<file path="config.mk">
export PLATFORM = sky130hd
export DESIGN_NAME = ql_cfg_bl_wl_loader_flat
export DESIGN_NICKNAME = d
export VERILOG_FILES = /design/src/rtl/ql_cfg_pkg.sv /design/src/rtl/ql_cfg_bl_wl_loader_if.sv /design/src/rtl/ql_cfg_row_assembler.sv /design/src/rtl/ql_cfg_bl_wl_loader.sv /design/src/flat_wrapper.sv
export SDC_FILE = /design/constraint.sdc
export NUM_CORES = 2
export LEC_CHECK = 0
export BUFFER_PORTS_ARGS = -buffer_cell sky130_fd_sc_hd__buf_2
export CAP_MARGIN = 20
export CORE_AREA = 2 2 377 379
export DETAILED_ROUTE_END_ITERATION = 6
export DIE_AREA = 0 0 379 381
export RECOVER_POWER = 100
export SLEW_MARGIN = 20
export SYNTH_ARGS = -nofsm -noshare
export SYNTH_HDL_FRONTEND = slang
export SYNTH_HIERARCHICAL = 1
export SYNTH_SLANG_ARGS = --single-unit
</file>
<file path="constraint.sdc">
create_clock -name clk -period 2.4 [get_ports clk]
set_clock_uncertainty 0.2 [all_clocks]
set_input_delay 0.48 -clock clk [delete_from_list [all_inputs] [get_ports clk]]
set_output_delay 0.48 -clock clk [all_outputs]
set_load 0.005 [all_outputs]
</file>
<file path="src/rtl/ql_cfg_pkg.sv">
// Shared types and helpers for the bit-line/word-line configuration loader.
// Latency: n/a (types, constants and a constant function only).
// Backpressure: n/a.
// Contents: cfg_state_t FSM encoding, default widths, words_per_row().
package ql_cfg_pkg;

    localparam int unsigned DEF_BL_WIDTH = 514;
    localparam int unsigned DEF_WL_WIDTH = 407;
    localparam int unsigned DEF_IN_WIDTH = 32;
    localparam int unsigned DEF_WL_PULSE = 2;

    typedef enum logic [2:0] {
        IDLE  = 3'd0,
        LOAD  = 3'd1,
        SETUP = 3'd2,
        PULSE = 3'd3,
        HOLD  = 3'd4,
        DONE  = 3'd5
    } cfg_state_t;

    // Bitstream words needed to cover one row of bit lines (ceiling divide).
    function automatic int unsigned words_per_row(input int unsigned bl_width,
                                                  input int unsigned in_width);
        return (bl_width + in_width - 1) / in_width;
    endfunction

endpackage

</file>
<file path="src/rtl/ql_cfg_bl_wl_loader_if.sv">
// Bitstream word stream into the configuration loader.
// Latency: n/a (wires only).
// Backpressure: plain valid/ready; a word moves when s_valid && s_ready.
// Signals: s_data (bitstream word), s_valid (source has a word), s_ready (loader takes it).
interface ql_cfg_bl_wl_loader_if
    import ql_cfg_pkg::*;
#(
    parameter int unsigned IN_WIDTH = DEF_IN_WIDTH
);

    logic [IN_WIDTH-1:0] s_data;
    logic                s_valid;
    logic                s_ready;

    modport master (
        output s_data,
        output s_valid,
        input  s_ready
    );

    modport slave (
        input  s_data,
        input  s_valid,
        output s_ready
    );

endinterface

</file>
<file path="src/rtl/ql_cfg_row_assembler.sv">
// Row register for one bit-line row, filled word by word from the bitstream.
// Latency: a written word appears on bl the cycle after wr_en.
// Backpressure: none; the caller only raises wr_en on an accepted transfer.
// Ports: clk, reset, clr (restart at word 0), wr_en, wr_data in; bl (row), last_word out.
module ql_cfg_row_assembler
    import ql_cfg_pkg::*;
#(
    parameter int unsigned BL_WIDTH = DEF_BL_WIDTH,
    parameter int unsigned IN_WIDTH = DEF_IN_WIDTH
) (
    input  logic                clk,
    input  logic                reset,
    input  logic                clr,
    input  logic                wr_en,
    input  logic [IN_WIDTH-1:0] wr_data,
    output logic [0:BL_WIDTH-1] bl,
    output logic                last_word
);

    localparam int unsigned WPR    = words_per_row(BL_WIDTH, IN_WIDTH);
    localparam int unsigned WORD_W = (WPR > 1) ? $clog2(WPR) : 1;

    logic [WORD_W-1:0]   word;
    logic [0:BL_WIDTH-1] row;
    logic [0:BL_WIDTH-1] row_nxt;

    assign last_word = (word == WORD_W'(WPR - 1));

    // Bit i of the row belongs to word i/IN_WIDTH, bit i%IN_WIDTH. Bits of
    // the final word that fall past BL_WIDTH have no destination and drop out.
    for (genvar i = 0; i < BL_WIDTH; i++) begin : g_map
        assign row_nxt[i] = (word == WORD_W'(i / IN_WIDTH)) ? wr_data[i % IN_WIDTH] : row[i];
    end

    always_ff @(posedge clk) begin
        if (reset) begin
            row <= '0;
        end else if (wr_en) begin
            row <= row_nxt;
        end
    end

    always_ff @(posedge clk) begin
        if (reset || clr) begin
            word <= '0;
        end else if (wr_en) begin
            word <= last_word ? '0 : word + 1'b1;
        end
    end

    assign bl = row;

endmodule

</file>
<file path="src/rtl/ql_cfg_bl_wl_loader.sv">
// Loads the BL/WL configuration memory: assembles each row, then strobes its word line.
// Latency: WPR + 2 + WL_PULSE cycles per row at full input rate; all outputs registered.
// Backpressure: s_ready only in LOAD; s_valid gaps stall the row, never drop words.
// Ports: clk, reset, start; s (bitstream slave); bl, wl (config buses); busy, done (status).
module ql_cfg_bl_wl_loader
    import ql_cfg_pkg::*;
#(
    parameter int unsigned BL_WIDTH = DEF_BL_WIDTH,
    parameter int unsigned WL_WIDTH = DEF_WL_WIDTH,
    parameter int unsigned IN_WIDTH = DEF_IN_WIDTH,
    parameter int unsigned WL_PULSE = DEF_WL_PULSE
) (
    input  logic                   clk,
    input  logic                   reset,
    input  logic                   start,
    ql_cfg_bl_wl_loader_if.slave   s,
    output logic [0:BL_WIDTH-1]    bl,
    output logic [0:WL_WIDTH-1]    wl,
    output logic                   busy,
    output logic                   done
);

    localparam int unsigned ROW_W  = (WL_WIDTH > 1) ? $clog2(WL_WIDTH) : 1;
    localparam int unsigned PCNT_W = (WL_PULSE > 1) ? $clog2(WL_PULSE) : 1;

    cfg_state_t          state;
    logic [ROW_W-1:0]    row;
    logic [PCNT_W-1:0]   pcnt;
    logic [0:WL_WIDTH-1] wl_dec;
    logic                xfer;
    logic                start_ok;
    logic                last_word;

    // s_ready is a registered copy of "in LOAD", so a transfer is only ever
    // seen while the row register is allowed to change.
    assign xfer     = s.s_valid && s.s_ready;
    assign start_ok = start && ((state == IDLE) || (state == DONE));

    for (genvar i = 0; i < WL_WIDTH; i++) begin : g_wl_dec
        assign wl_dec[i] = (row == ROW_W'(i));
    end

    ql_cfg_row_assembler #(
        .BL_WIDTH (BL_WIDTH),
        .IN_WIDTH (IN_WIDTH)
    ) u_row (
        .clk       (clk),
        .reset     (reset),
        .clr       (start_ok),
        .wr_en     (xfer),
        .wr_data   (s.s_data),
        .bl        (bl),
        .last_word (last_word)
    );

    always_ff @(posedge clk) begin
        if (reset) begin
            state     <= IDLE;
            row       <= '0;
            pcnt      <= '0;
            s.s_ready <= 1'b0;
            wl        <= '0;
            busy      <= 1'b0;
            done      <= 1'b0;
        end else begin
            case (state)
                IDLE, DONE: begin
                    if (start) begin
                        state     <= LOAD;
                        row       <= '0;
                        s.s_ready <= 1'b1;
                        busy      <= 1'b1;
                        done      <= 1'b0;
                    end
                end
                LOAD: begin
                    if (xfer && last_word) begin
                        state     <= SETUP;
                        s.s_ready <= 1'b0;
                    end
                end
                SETUP: begin
                    // bl has been stable for this whole cycle; raise the strobe.
                    state <= PULSE;
                    pcnt  <= '0;
                    wl    <= wl_dec;
                end
                PULSE: begin
                    if (pcnt == PCNT_W'(WL_PULSE - 1)) begin
                        state <= HOLD;
                        wl    <= '0;
                    end else begin
                        pcnt <= pcnt + 1'b1;
                    end
                end
                HOLD: begin
                    if (row == ROW_W'(WL_WIDTH - 1)) begin
                        state <= DONE;
                        busy  <= 1'b0;
                        done  <= 1'b1;
                    end else begin
                        state     <= LOAD;
                        row       <= row + 1'b1;
                        s.s_ready <= 1'b1;
                    end
                end
                default: begin
                    state <= IDLE;
                end
            endcase
        end
    end

endmodule
</file>
<file path="src/flat_wrapper.sv">
// flat-port wrapper written by rule: the top's interface ports become plain ports
module ql_cfg_bl_wl_loader_flat import ql_cfg_pkg::*;
#(
    parameter int unsigned BL_WIDTH = DEF_BL_WIDTH,
    parameter int unsigned WL_WIDTH = DEF_WL_WIDTH,
    parameter int unsigned IN_WIDTH = DEF_IN_WIDTH,
    parameter int unsigned WL_PULSE = DEF_WL_PULSE
)
  (clk, reset, start, bl, wl, busy, done, s_s_data, s_s_valid, s_s_ready);
  ql_cfg_bl_wl_loader_if #(.IN_WIDTH(IN_WIDTH)) s_i ();
  input  logic clk;
  input  logic reset;
  input  logic start;
  output logic [0:BL_WIDTH-1] bl;
  output logic [0:WL_WIDTH-1] wl;
  output logic busy;
  output logic done;
  input wire logic [$bits(s_i.s_data)-1:0] s_s_data;
  input wire logic [$bits(s_i.s_valid)-1:0] s_s_valid;
  output wire logic [$bits(s_i.s_ready)-1:0] s_s_ready;
  assign s_i.s_data = s_s_data;
  assign s_i.s_valid = s_s_valid;
  assign s_s_ready = s_i.s_ready;
  ql_cfg_bl_wl_loader #(.BL_WIDTH(BL_WIDTH), .WL_WIDTH(WL_WIDTH), .IN_WIDTH(IN_WIDTH), .WL_PULSE(WL_PULSE)) u_core (.clk(clk), .reset(reset), .start(start), .s(s_i), .bl(bl), .wl(wl), .busy(busy), .done(done));
endmodule
</file>
==> out/qor.csv <==
metric,value,unit
yosys_warnings,6,
slowest_delay,0.56,ns
min_from,u_core/wl[281],
initial_core_util,23.9,%
grt_pass1_wl,182,mm
synthTopCellsByCount,"dfxtp_1, nand2b_1, mux2i_1",
r2r_start,u_core/state[0],
clkLatencyLatePin,0.68,ns
slew_headroom,50.8,%
grt_use_met1,19.3,%
core_area,141000,um2
ys_async_sr_fraction,0,%
fillers,14900,
crit_path_end_kind,flip-flop,
cts.sinks,942,
grtUsageMet2,29.7,%
grt_antenna_before_repair,3,
worstMarginPinSlew,0.733,ns
synth_edf_count,0,
ys_ff_latch,942,
syn_inst,3121,
cp.required,2.75,ns
drt_first_iter_violations,1653,
final_core_util,31.8,%
nets,4187,
multi_input_area,13600,um2
clk_pin_slew,0.06,ns
yosys.area.top_type,dfxtp_1,
timing.setup.tns,0,ns
cts_tree,yes,
cap_violations,0,
setup_violations,0,
place_hpwl,91.6,mm
insertedDiodeCount,0,
worst-path-max-fanout,16,
path_cells,and3b_1 > or3_1 > nor3_4 > clkbuf_4 > a22o_1,
startpoint_type,flip-flop,
powerDensity,751,nW/um2
grt_max_degree,59,
die_w,379,um
syn_area_per_cell,10.8,um2
min_path_type,reg -> reg,
ir_drop,0.627,mV
power.leakage,0.0195,uW
numCtsBuffers,100,
drt-pass1-iter-count,5,
use_met3,4.77,%
synthToLayoutAreaGrowth,32.9,%
grt_overflow_total,0,
slew_violations,0,
port_buffers,959,
yosysUniqueCellTypes,60,
synth-main-ff-cell,dfxtp_1,
critPathSlowestCell,dfxtp_1,
routed_wl,128,mm
row_count,138,
crit_start,u_core/state[0],
die_area,144000,um2
grt_pass1_vias,26400,
ctsResizeCount,0,
synth_top_cell_area_share,56.0,%
syn_nets,3168,
gp_congestion,0.873,
clockRootBuffer,clkbuf_16,
rsz0062_at_grt,false,
gr-max-usage-layer,met2,
cts_setup_buffers,0,
clk_path_buf_depth,3,
viasPerCell,4.42,
ys_seq_area_share,56.0,%
hold_violations,0,
num_io_pins,960,
ff_latch_area,18900,um2
critPathKind,reg -> reg,
status,completed,
fin_hold_ws,0.249,ns
die_h,381,um
grt_util_all_layers,16.9,%
fmax,0.429,GHz
post-synth-top-count-cell,dfxtp_1,
ant_nets,0,
min_period,2.33,ns
cp.arrival,2.68,ns
drc,0,
min_period_over_period,97.2,%
syn-cell-area,33700,um2
wl_per_cell,20.9,um
layout-drive-gt1-share,15.0,%
vias,27000,
synthTopCellsByArea,"dfxtp_1, mux2i_1, nand2b_1, a22o_1, nand2_1",
htree_levels,3,
-- worst paths after layout --
kind | endpoint | slack, ns | cells past startpoint
worst max register to register | u_core/wl[134] | 0.07 | 5
worst min register to register | u_core/wl[281] | 0.25 | 2
worst min-delay path | u_core/wl[281] | 0.25 | 2
worst max-delay path | u_core/wl[134] | 0.07 | 5
-- cell usage in the layout (no fill, tap or decap), drive strengths merged, types with 12 or more instances in the layout --
master	Yosys	routed
clkbuf	155	890
a32oi	12	12
clkinv	0	16
o21ai	155	155
dfxtp	942	942
buf	111	410
nand2b	529	529
nand3	16	16
a21oi	53	53
dlygate4sd3	0	34
nand2	255	255
mux2i	482	482
a22o	241	241
nor2	54	54
inv	10	15
nor3	17	17
-- cell families (layout without fill, tap and decap cells) --
| family | after synthesis | after routing | share of synthesized area [%] |
|---|---|---|---|
| flip-flops | 942 | 942 | 56.0 |
| AND/OR/NAND/NOR | 929 | 929 | 15.3 |
| adder cells (fa/ha/maj) | 11 | 11 | 0.409 |
| XOR/XNOR | 2 | 2 | 0.0521 |
| multiplexers | 482 | 482 | 14.3 |
| buffers and inverters | 276 | 1378 | 3.76 |
| AO/OA/AOI/OAI | 479 | 479 | 10.1 |
-- state kept, by name, indices dropped and copies added (netlist names) --
register,count
u_core/busy,1
u_core/done,1
u_core/pcnt,1
u_core/row,9
u_core/s.s_ready,1
u_core/state,3
u_core/u_row/bl,514
u_core/u_row/word,5
u_core/wl,407
-- worst max-delay path: cells and delay by family, from the launching register on --
kind                   cells  cell delay (ns)
AO/OA/AOI/OAI              1             0.26
buffers and inverters      1             0.27
flip-flops                 1             0.56
AND/OR/NAND/NOR            3             0.90
-- layer usage --
| layer | wire (um) | vias to the layer above |
|---|---|---|
| met5 | 0 | - |
| met4 | 3950 | 0 |
| met3 | 10500 | 215 |
| met2 | 62700 | 1040 |
| met1 | 50600 | 13100 |
| li1 | - | 12700 |
-- through the flow --
stage / setup WS [ns] / instances / total power [uW] / area (um2)
after CTS: 0.143 / 6113 / 34000 / 46000
after global placement: 0.0911 / 5894 / 17300 / 42000
after global routing: 0.00901 / 6113 / 34600 / 44700
final: 0.0681 / 6113 / 33600 / 44700
after detailed placement: 0.0840 / 5894 / 17300 / 42000
after floorplan: 0.414 / 3121 / 16700 / 33700
-- area by class of cell --
| type | count | share of cell area [%] |
|---|---|---|
| sequential | 942 | 42.2 |
| multi-input combinational | 1903 | 30.3 |
| timing repair buffer | 1183 | 14.1 |
| clock buffer | 151 | 6.67 |
| tap | 1890 | 5.29 |
| clock inverter | 34 | 1.34 |
| inverter | 10 | 0.0839 |
-- report_power, final --
group	internal (uW)	switching, uW	leakage [uW]
clock network	9840	6770	0.00175
logic	467	803	0.0102
registers	15700	25.0	0.00759
total	26000	7600	0.0195
-- what timing repair did --
item                                    4_1_cts  5_1_grt
hold buffers                                 34        0
endpoints found under the hold margin        63        0
endpoints found under the setup margin        0        0
Note: power is estimated with default switching activity, not from simulation.
